File: src/rtl/ppu_pkg.sv
// Shared PPU-side types and constants for the memory arbiter and OAM DMA engine.
// DMA_MCYCLE_TIMING_EN adds two WAIT cycles per DMA byte (4-cycle byte timing).
package ppu_pkg;

    typedef enum logic [1:0] {
        MODE_HBLANK = 2'd0,
        MODE_VBLANK = 2'd1,
        MODE_SCAN   = 2'd2,
        MODE_DRAW   = 2'd3
    } ppu_mode_t;

`ifdef DMA_MCYCLE_TIMING_EN
    typedef enum logic [2:0] {
        DMA_IDLE, DMA_START, DMA_READ, DMA_WRITE, DMA_WAIT1, DMA_WAIT2
    } dma_state_t;
    localparam dma_state_t DMA_BYTE_LAST = DMA_WAIT2;
`else
    typedef enum logic [1:0] {
        DMA_IDLE, DMA_START, DMA_READ, DMA_WRITE
    } dma_state_t;
    localparam dma_state_t DMA_BYTE_LAST = DMA_WRITE;
`endif

    typedef enum logic [1:0] {
        OWN_NONE, OWN_CPU, OWN_PPU, OWN_DMA
    } owner_t;

    localparam logic [15:0] VRAM_LO = 16'h8000;
    localparam logic [15:0] VRAM_HI = 16'h9FFF;
    localparam logic [15:0] OAM_LO  = 16'hFE00;
    localparam logic [15:0] OAM_HI  = 16'hFE9F;
    localparam logic [15:0] DMA_REG = 16'hFF46;
    localparam logic [15:0] IO_LO   = 16'hFF00;
    localparam logic [7:0]  OAM_LEN = 8'd160;

    // Pages E0-FF are echo RAM and fold back onto C0-DF.
    function automatic logic [7:0] dma_src_page(input logic [7:0] wdata);
        return (wdata >= 8'hE0) ? (wdata - 8'h20) : wdata;
    endfunction

endpackage

File: src/rtl/oam_dma_engine.sv
// OAM DMA sequencer: START, then READ/WRITE per byte for 160 bytes; restartable by start.
// With DMA_MCYCLE_TIMING_EN each byte also spends two WAIT cycles after its WRITE.
module oam_dma_engine
    import ppu_pkg::*;
(
    input  logic        clk,
    input  logic        rst,
    input  logic        start,
    input  logic [7:0]  start_page,
    input  logic [7:0]  rdata,
    output logic        rd,
    output logic        wr,
    output logic [15:0] addr,
    output logic [7:0]  wdata,
    output logic        active
);

    dma_state_t state;
    logic [7:0] src_page;
    logic [7:0] idx;

    always_ff @(posedge clk) begin
        if (rst) begin
            state    <= DMA_IDLE;
            idx      <= '0;
            src_page <= '0;
        end else if (start) begin
            state    <= DMA_START;
            idx      <= '0;
            src_page <= dma_src_page(start_page);
        end else begin
            case (state)
                DMA_START: state <= DMA_READ;
                DMA_READ:  state <= DMA_WRITE;
`ifdef DMA_MCYCLE_TIMING_EN
                DMA_WRITE: state <= DMA_WAIT1;
                DMA_WAIT1: state <= DMA_WAIT2;
`endif
                // Counter only advances while a byte is in flight, so it stops at 160.
                DMA_BYTE_LAST: begin
                    idx   <= idx + 8'd1;
                    state <= (idx == OAM_LEN - 8'd1) ? DMA_IDLE : DMA_READ;
                end
                default: state <= DMA_IDLE;
            endcase
        end
    end

    assign rd     = (state == DMA_READ);
    assign wr     = (state == DMA_WRITE);
    assign addr   = (state == DMA_READ) ? {src_page, idx} : {OAM_LO[15:8], idx};
    assign wdata  = rdata;
    assign active = (state != DMA_IDLE);

endmodule

File: src/rtl/oam_dma_arbiter.sv
// Shared memory port arbiter (DMA > PPU > CPU) with CPU access blocking and read routing.
// DMA_MCYCLE_TIMING_EN selects 4-cycle DMA byte timing in oam_dma_engine.
module oam_dma_arbiter
    import ppu_pkg::*;
#(
    parameter int MEM_LAT = 1
) (
    input  logic        clk,
    input  logic        rst,
    input  logic [15:0] cpu_addr,
    input  logic        cpu_rd,
    input  logic        cpu_wr,
    input  logic [7:0]  cpu_wdata,
    output logic [7:0]  cpu_rdata,
    input  logic [1:0]  ppu_mode,
    input  logic        ppu_rd,
    input  logic [15:0] ppu_addr,
    output logic [7:0]  ppu_rdata,
    output logic [15:0] mem_addr,
    output logic        mem_rd,
    output logic        mem_wr,
    output logic [7:0]  mem_wdata,
    input  logic [7:0]  mem_rdata,
    output logic        dma_active
);

    logic        dma_rd;
    logic        dma_wr;
    logic [15:0] dma_addr;
    logic [7:0]  dma_wdata;
    logic        dma_start;
    logic        in_vram;
    logic        in_oam;
    logic        cpu_blocked;
    logic        cpu_req;
    logic        ppu_req;
    ppu_mode_t   mode;
    owner_t      owner_now;
    owner_t      owner_pipe [MEM_LAT];

    assign mode      = ppu_mode_t'(ppu_mode);
    assign dma_start = cpu_wr && (cpu_addr == DMA_REG);

    oam_dma_engine u_dma_engine (
        .clk        (clk),
        .rst        (rst),
        .start      (dma_start),
        .start_page (cpu_wdata),
        .rdata      (mem_rdata),
        .rd         (dma_rd),
        .wr         (dma_wr),
        .addr       (dma_addr),
        .wdata      (dma_wdata),
        .active     (dma_active)
    );

    assign in_vram     = (cpu_addr >= VRAM_LO) && (cpu_addr <= VRAM_HI);
    assign in_oam      = (cpu_addr >= OAM_LO) && (cpu_addr <= OAM_HI);
    assign cpu_blocked = (in_vram && mode == MODE_DRAW)
                      || (in_oam && (mode == MODE_SCAN || mode == MODE_DRAW))
                      || (dma_active && cpu_addr < IO_LO);
    assign cpu_req     = (cpu_rd || cpu_wr) && (cpu_addr < IO_LO) && !cpu_blocked;
    assign ppu_req     = ppu_rd && !dma_active;

    // Port is gated during rst so no strobe escapes while the engine is being cleared.
    always_comb begin
        mem_rd    = 1'b0;
        mem_wr    = 1'b0;
        mem_addr  = '0;
        mem_wdata = '0;
        owner_now = OWN_NONE;
        if (!rst) begin
            if (dma_rd || dma_wr) begin
                mem_rd    = dma_rd;
                mem_wr    = dma_wr;
                mem_addr  = dma_addr;
                mem_wdata = dma_wr ? dma_wdata : 8'h00;
                owner_now = dma_rd ? OWN_DMA : OWN_NONE;
            end else if (ppu_req) begin
                mem_rd    = 1'b1;
                mem_addr  = ppu_addr;
                owner_now = OWN_PPU;
            end else if (cpu_req) begin
                mem_addr = cpu_addr;
                if (cpu_rd) begin
                    mem_rd    = 1'b1;
                    owner_now = OWN_CPU;
                end else begin
                    mem_wr    = 1'b1;
                    mem_wdata = cpu_wdata;
                end
            end
        end
    end

    always_ff @(posedge clk) begin
        if (rst) begin
            for (int k = 0; k < MEM_LAT; k++) owner_pipe[k] <= OWN_NONE;
        end else begin
            owner_pipe[0] <= owner_now;
            for (int k = 1; k < MEM_LAT; k++) owner_pipe[k] <= owner_pipe[k-1];
        end
    end

    assign cpu_rdata = (!rst && owner_pipe[MEM_LAT-1] == OWN_CPU) ? mem_rdata : 8'hFF;
    assign ppu_rdata = (!rst && owner_pipe[MEM_LAT-1] == OWN_PPU) ? mem_rdata : 8'hFF;

endmodule
File: config.mk
export PLATFORM = sky130hd
export DESIGN_NAME = oam_dma_arbiter
export DESIGN_NICKNAME = d
export VERILOG_FILES = /design/src/rtl/ppu_pkg.sv /design/src/rtl/oam_dma_engine.sv /design/src/rtl/oam_dma_arbiter.sv
export SDC_FILE = /design/constraint.sdc
export NUM_CORES = 1
export LEC_CHECK = 0
export BUFFER_PORTS_ARGS = -buffer_cell sky130_fd_sc_hd__buf_2
export CAP_MARGIN = 20
export CORE_ASPECT_RATIO = 1.5
export CORE_MARGIN = 3
export CORE_UTILIZATION = 40
export CTS_CLUSTER_SIZE = 24
export DETAILED_ROUTE_END_ITERATION = 8
export PLACE_DENSITY = 0.78
export SLEW_MARGIN = 40
export SYNTH_ARGS = -nofsm -noshare
export SYNTH_HDL_FRONTEND = slang
export SYNTH_SLANG_ARGS = --single-unit
File: constraint.sdc
create_clock -name clk -period 1.3 [get_ports clk]
set_input_delay 0 -clock clk [delete_from_list [all_inputs] [get_ports clk]]
set_output_delay 0 -clock clk [all_outputs]
set_load 0.01 [all_outputs]
# Yosys cells after proc, flatten, opt, wreduce, memory -nomap -nowiden
# Memory sizes are Yosys's and may differ from the RTL's.
# Index checks and enable logic that the tools add are counted.
[classes]
mux = 38
n_eq_ne = 9
n_reduce_logical = 22
magnitude_cmp = 6
addsub = 2
[ops]
columns = ["op", "n"]
rows = [
  ["$mux W16", 5],
  ["$mux W8", 9],
  ["$ge A16 B16 Y1 const B", 2],
  ["$le A16 B16 Y1 const B", 2],
  ["$mux W1", 17],
  ["$eq A16 B16 Y1 const B", 1],
  ["$lt A16 B16 Y1 const B", 1],
  ["$mux W2", 6],
  ["$logic_and A1 B1 Y1", 11],
  ["$eq A2 B2 Y1 const B", 5],
  ["$add A8 B1 Y8 const B", 1],
  ["$eq A8 B8 Y1 const B", 1],
  ["$ge A8 B8 Y1 const B", 1],
  ["$sub A8 B6 Y8 const B", 1],
  ["$pmux W2 S3", 1],
  ["$logic_or A1 B1 Y1", 5],
  ["$eq A2 B1 Y1 const B", 2],
  ["$reduce_or A2 Y1", 2],
  ["$logic_not A1 Y1", 3],
  ["$reduce_bool A2 Y1", 1],
]
[word_totals]
reg_bits = 18
inputBits = 55
output_inout_bits = 43
wordCells = 82
mem_bits_rw = 2
memories = 1
[memory_table]
columns = ["memory", "depth", "width", "read_ports", "rd_ports_with_merged_regs", "write_ports", "line", "rtl"]
rows = [
  ["owner_pipe", 1, 2, 1, 0, 1, "oam_dma_arbiter.sv:39", "owner_t owner_pipe [MEM_LAT];"],
]

# Depth between registers and ports, before layout
[depth]
ltp_word = 12
mapped_depth = 6
ltp_nobuf = 6

# Hierarchy
# Synthesis repeated with hierarchy kept, for this count alone.
[unflattened]
hier_cells = 243
hier_area_um2 = 1859.3
[by_module_without_submodules]
columns = ["module", "n_inst", "cells_each", "area_each_um2"]
rows = [
  ["oam_dma_arbiter", 1, 137, 970.9],
  ["oam_dma_engine", 1, 106, 888.4],
]

# Least setup slack after synthesis
# OpenSTA, ideal clock, no wires.
[synth_path]
kind = "flip-flop to output port"
from = "register u_dma_engine.state[0]"
to = "output mem_addr[13]"
n_path_buf = 2
stages_incl_launch_ff = 7
slack_ps = -273
t_arrival_ps = 1573
cell_sequence = "dfxtp_1 -> nor2_1 -> o221a_2 -> buf_2 -> buf_2 -> o2111ai_1 -> a221oi_1"
[synth_via]
elab_chain_cells = 9
word_cells_on_any_way = 15
cone_classes = "2 x eq/ne; 5 x mux; 8 x reduce/logical"
[synth_rtl]
columns = ["element", "line", "rtl"]
rows = [
  ["start, declared", "oam_dma_engine.sv:18", "dma_state_t state;"],
  ["start signal, assigned", "oam_dma_engine.sv:42", "state <= (idx == OAM_LEN - 8'd1) ? DMA_IDLE : DMA_READ;"],
  ["$reduce_bool A2 Y1", "oam_dma_engine.sv:53", "assign active = (state != DMA_IDLE);"],
  ["$logic_and A1 B1 Y1", "oam_dma_arbiter.sv:61", "|| (dma_active && cpu_addr < IO_LO);"],
  ["$logic_or A1 B1 Y1", "oam_dma_arbiter.sv:61", ""],
  ["$logic_not A1 Y1", "oam_dma_arbiter.sv:62", "assign cpu_req = (cpu_rd || cpu_wr) && (cpu_addr < IO_LO) && !cpu_blocked;"],
  ["$logic_and A1 B1 Y1", "oam_dma_arbiter.sv:62", ""],
  ["$mux W16", "oam_dma_arbiter.sv:83", "end else if (cpu_req) begin"],
  ["$mux W16", "oam_dma_arbiter.sv:79", "end else if (ppu_req) begin"],
  ["$mux W16 *", "oam_dma_arbiter.sv:73", "if (dma_rd || dma_wr) begin"],
  ["$mux W16 *", "oam_dma_arbiter.sv:72", "if (!rst) begin"],
  ["end, declared", "oam_dma_arbiter.sv:19", "output logic [15:0] mem_addr,"],
]
# Every way passes the cells marked *; elsewhere a longest branch is shown, timed or not.

# Final worst setup path
[layout_path]
from = "register u_dma_engine.state[1]"
to = "output mem_rd"
[layout_via]
elab_chain_cells = 9
word_cells_on_any_way = 14
cone_classes = "2 x eq/ne; 4 x mux; 8 x reduce/logical"
[layout_rtl]
columns = ["element", "line", "rtl"]
rows = [
  ["$reduce_bool A2 Y1", "oam_dma_engine.sv:53", ""],
  ["$logic_and A1 B1 Y1", "oam_dma_arbiter.sv:61", ""],
  ["$logic_or A1 B1 Y1", "oam_dma_arbiter.sv:61", ""],
  ["$logic_not A1 Y1", "oam_dma_arbiter.sv:62", ""],
  ["$logic_and A1 B1 Y1", "oam_dma_arbiter.sv:62", ""],
  ["$mux W1", "oam_dma_arbiter.sv:83", ""],
  ["$mux W1", "oam_dma_arbiter.sv:79", ""],
  ["$mux W1 *", "oam_dma_arbiter.sv:73", ""],
  ["$mux W1 *", "oam_dma_arbiter.sv:72", ""],
  ["end, declared", "oam_dma_arbiter.sv:20", "output logic mem_rd,"],
]
# Marks and branches as above.

==> qor.txt <==
estimated wirelength of the detail-placed design = 5045 microns
RSZ-0062 raised after global routing = true
initial drt markers = 128
Worst Skew = 7.952 ps
CP bufs+invs = 2
reg2reg setup slack = -40 ps
Die Area = 5102 sq um
Leak = 1.195 nW
Crit. End Element = output port
fmax = 0.5709 GHz
CTS tree = built
Post-Syn Nets = 280
CP cell instances = nor2_4 -> o221a_4 -> buf_4 -> o211ai_1 -> a211oi_2 -> buf_2
core footprint = 4029 sq um
fin util = 72.24%
fin nets = 416
Clock transition at path regs = 80 ps
Ant. Diodes = 0
Routed Antenna Nets = 0
setup violators final = 31
sequential element share of the synthesized area = 23.46%
crit-path max cell delay = 370 ps
hold buffer count at cts = 0
Area Overhead vs Synth = 70.53%
synthesized instance count = 223
crit path DAT = 1750 ps
Worst Hold Depth = 3
highest-delay cell along the critical path = dfxtp_4
status = complete, but fails checks
first-pass GRT wire length = 10,530 microns
Netlist cell types = 42
Tightest Pin Transition = 585.8 ps
WS Path Type = register to output port
PnR worst setup slack = -451.6 ps
clk root buf = clkbuf_8
Primary FF master, synth = dfxtp_1
beginning of the worst hold path = cpu_wdata[0]
chip width = 59.33 microns
r2r endpoint = u_dma_engine.idx[7]
Worst R2R Start = u_dma_engine.state[1]
Via density = 6.062
Final period util = 134.7%
Post-synth EDFFs = 0
std cell rows = 28
syn_area_per_cell = 7.653 sq um
delay-heaviest family, CP = compound AO/OA/AOI/OAI gates
Hold WS = 0.2109 ps
vias in the first global route = 2,311
mapped cell area = 1707 sq um
worst vdd ir = 0.0007547 V
flops & latches, synth = 20
failing checks = negative setup slack
top post-synthesis cells by area = dfxtp_1 (23%), o2111ai_1 (7.7%), nand2b_1 (6.6%)
post-synth top area share = 23.46%
antenna violations before repair = 0
All-Layer GR Usage = 26.00%
final wirelength = 7067 microns
buffer depth of the longest clock path = 2
Final GP Congestion = 0.8586
clock buffer count from CTS = 3
Slew Limit Fails = 0
Slew headroom = 60.91%
number of port buffers = 97
Clk Latency, worst-skew pair = 270 ps
layout cell share with drive strength beyond 1 = 55.03%
final hold viol count = 0
max cap viols = 0
Worst EP required = 1300 ps
Avg WL per Cell = 17.54 microns
fin crit period = 1752 ps
Yosys warnings = 0
clk sink count = 20
Die Y = 86 microns
DRT Pass-1 Iters = 4
via count = 2,443
PD cells = 576.5 nW/um^2
maximum fanout along the worst path = 6
largest net degree at the start of global routing = 29
Hold Path Class = primary input to register
asr flop ratio synth = 0%
WHS Endpoint = u_dma_engine.src_page[0]
area leader, netlist = dfxtp_1
R2R depth = 6
global route overflow = 0
IO Count = 98
H-tree depth = 1
Initial Utilization = 42.36%
DRC Markers = 0
startpoint types = register
==> where the power goes <==
part           internal [mW]  switching (mW)
sequential             0.613         0.00140
combinational          0.276           0.289
clock                  0.270           0.228
total                   1.16           0.519
==> worst max path at each step <==
| stage | cells past startpoint | endpoint | startpoint |
|---|---|---|---|
| global route | 6 | mem_addr[8] | u_dma_engine.state[0] |
| detailed placement | 5 | mem_wdata[7] | u_dma_engine.state[1] |
| floorplan | 6 | mem_addr[13] | u_dma_engine.state[1] |
| global placement | 5 | mem_wdata[2] | u_dma_engine.state[1] |
| finish | 6 | mem_rd | u_dma_engine.state[1] |
| CTS | 6 | mem_addr[8] | u_dma_engine.state[1] |
==> tightest hold or removal path, cell delays in order <==
cell and delay [ps]:
buf_2 110, nand3_1 60, a21oi_1 50
==> stage by stage <==
step / power (mW) / instances / area, sq um / setup TNS [ps] / setup slack (ps)
after floorplan: 0.8600 / 223 / 1819 / -68.52 / -27.84
after global placement: 1.114 / 393 / 2623 / -4107 / -167.3
after detailed placement: 1.121 / 393 / 2623 / -6282 / -221.2
after CTS: 1.638 / 401 / 2854 / -8793 / -394.8
after global routing: 1.735 / 403 / 2910 / -11630 / -508.5
final: 1.678 / 403 / 2910 / -9736 / -451.6
==> layer usage <==
layer  part of all wire, %  global-route usage (%)  vias up
met5                     0                       0        -
met4                   3.0                   10.93        0
met3                   8.0                   3.012       16
met2                    52                   49.15      140
met1                    37                   27.52     1139
li1                      -                       -     1148
==> Yosys cell counts, types with 2 or more instances <==
library cell,instances
a211oi_1,6
a21oi_1,21
a221oi_1,12
a32o_1,8
and3_1,2
and4_1,3
buf_2,4
clkbuf_1,16
dfxtp_1,20
ha_1,2
inv_1,15
nand2_1,5
nand2b_1,18
nand3_1,9
nand4_1,6
nand4b_1,3
nor2_1,9
nor2b_1,3
nor3_1,10
nor3b_1,2
nor4_1,2
o2111ai_1,15
o21ai_0,5
o31ai_1,3
xnor2_1,7
==> kinds of logic after synthesis <==
| logic type | after synthesis | synth area share, % |
|---|---|---|
| buffers and inverters | 35 | 7.991 |
| AND/OR/NAND/NOR | 79 | 28.37 |
| XOR/XNOR | 7 | 3.592 |
| flip-flops | 20 | 23.46 |
| adder cells (fa/ha/maj) | 2 | 1.466 |
| multiplexers | 1 | 0.5865 |
| AO/OA/AOI/OAI | 79 | 34.53 |
==> state kept, by name (all words and copies together), names as in the netlist <==
signal and count:
u_dma_engine.state 2, owner_pipe 2, u_dma_engine.idx 8, u_dma_engine.src_page 8
==> cells in the final DEF (no fill, tap or decap), types with 3 or more instances in the layout <==
| cell type | instances |
|---|---|
| a221oi_2 | 9 |
| o31ai_1 | 3 |
| o2111ai_2 | 10 |
| o21ai_0 | 5 |
| inv_1 | 15 |
| nor2_1 | 8 |
| buf_4 | 44 |
| clkbuf_8 | 4 |
| a221oi_1 | 3 |
| a32o_1 | 8 |
| a21oi_1 | 19 |
| buf_6 | 8 |
| buf_2 | 97 |
| nand4b_1 | 3 |
| nand2_1 | 5 |
| nand3_1 | 9 |
| dfxtp_1 | 18 |
| o2111ai_1 | 4 |
| nand4_1 | 6 |
| a211oi_2 | 5 |
| nor3_1 | 9 |
| nand2b_1 | 18 |
| xnor2_1 | 7 |
==> layout make-up <==
| cell class | instances | area, sq um |
|---|---|---|
| Multi-Input combinational cell | 169 | 1416 |
| Timing Repair Buffer | 150 | 920.9 |
| Fill cell | 298 | 1119 |
| Clock buffer | 4 | 55.05 |
| Tap cell | 45 | 56.30 |
| Sequential cell | 20 | 405.4 |
| Inverter | 15 | 56.30 |
==> timing repair <==
action,CTS,global route
hold endpoints to repair,0,0
gates cloned,0,2
pin swaps,22,11
endpoints found under the setup margin,30,42
resized for setup,30,10
buffers inserted,4,1
Power figures use the tool's default switching activity.
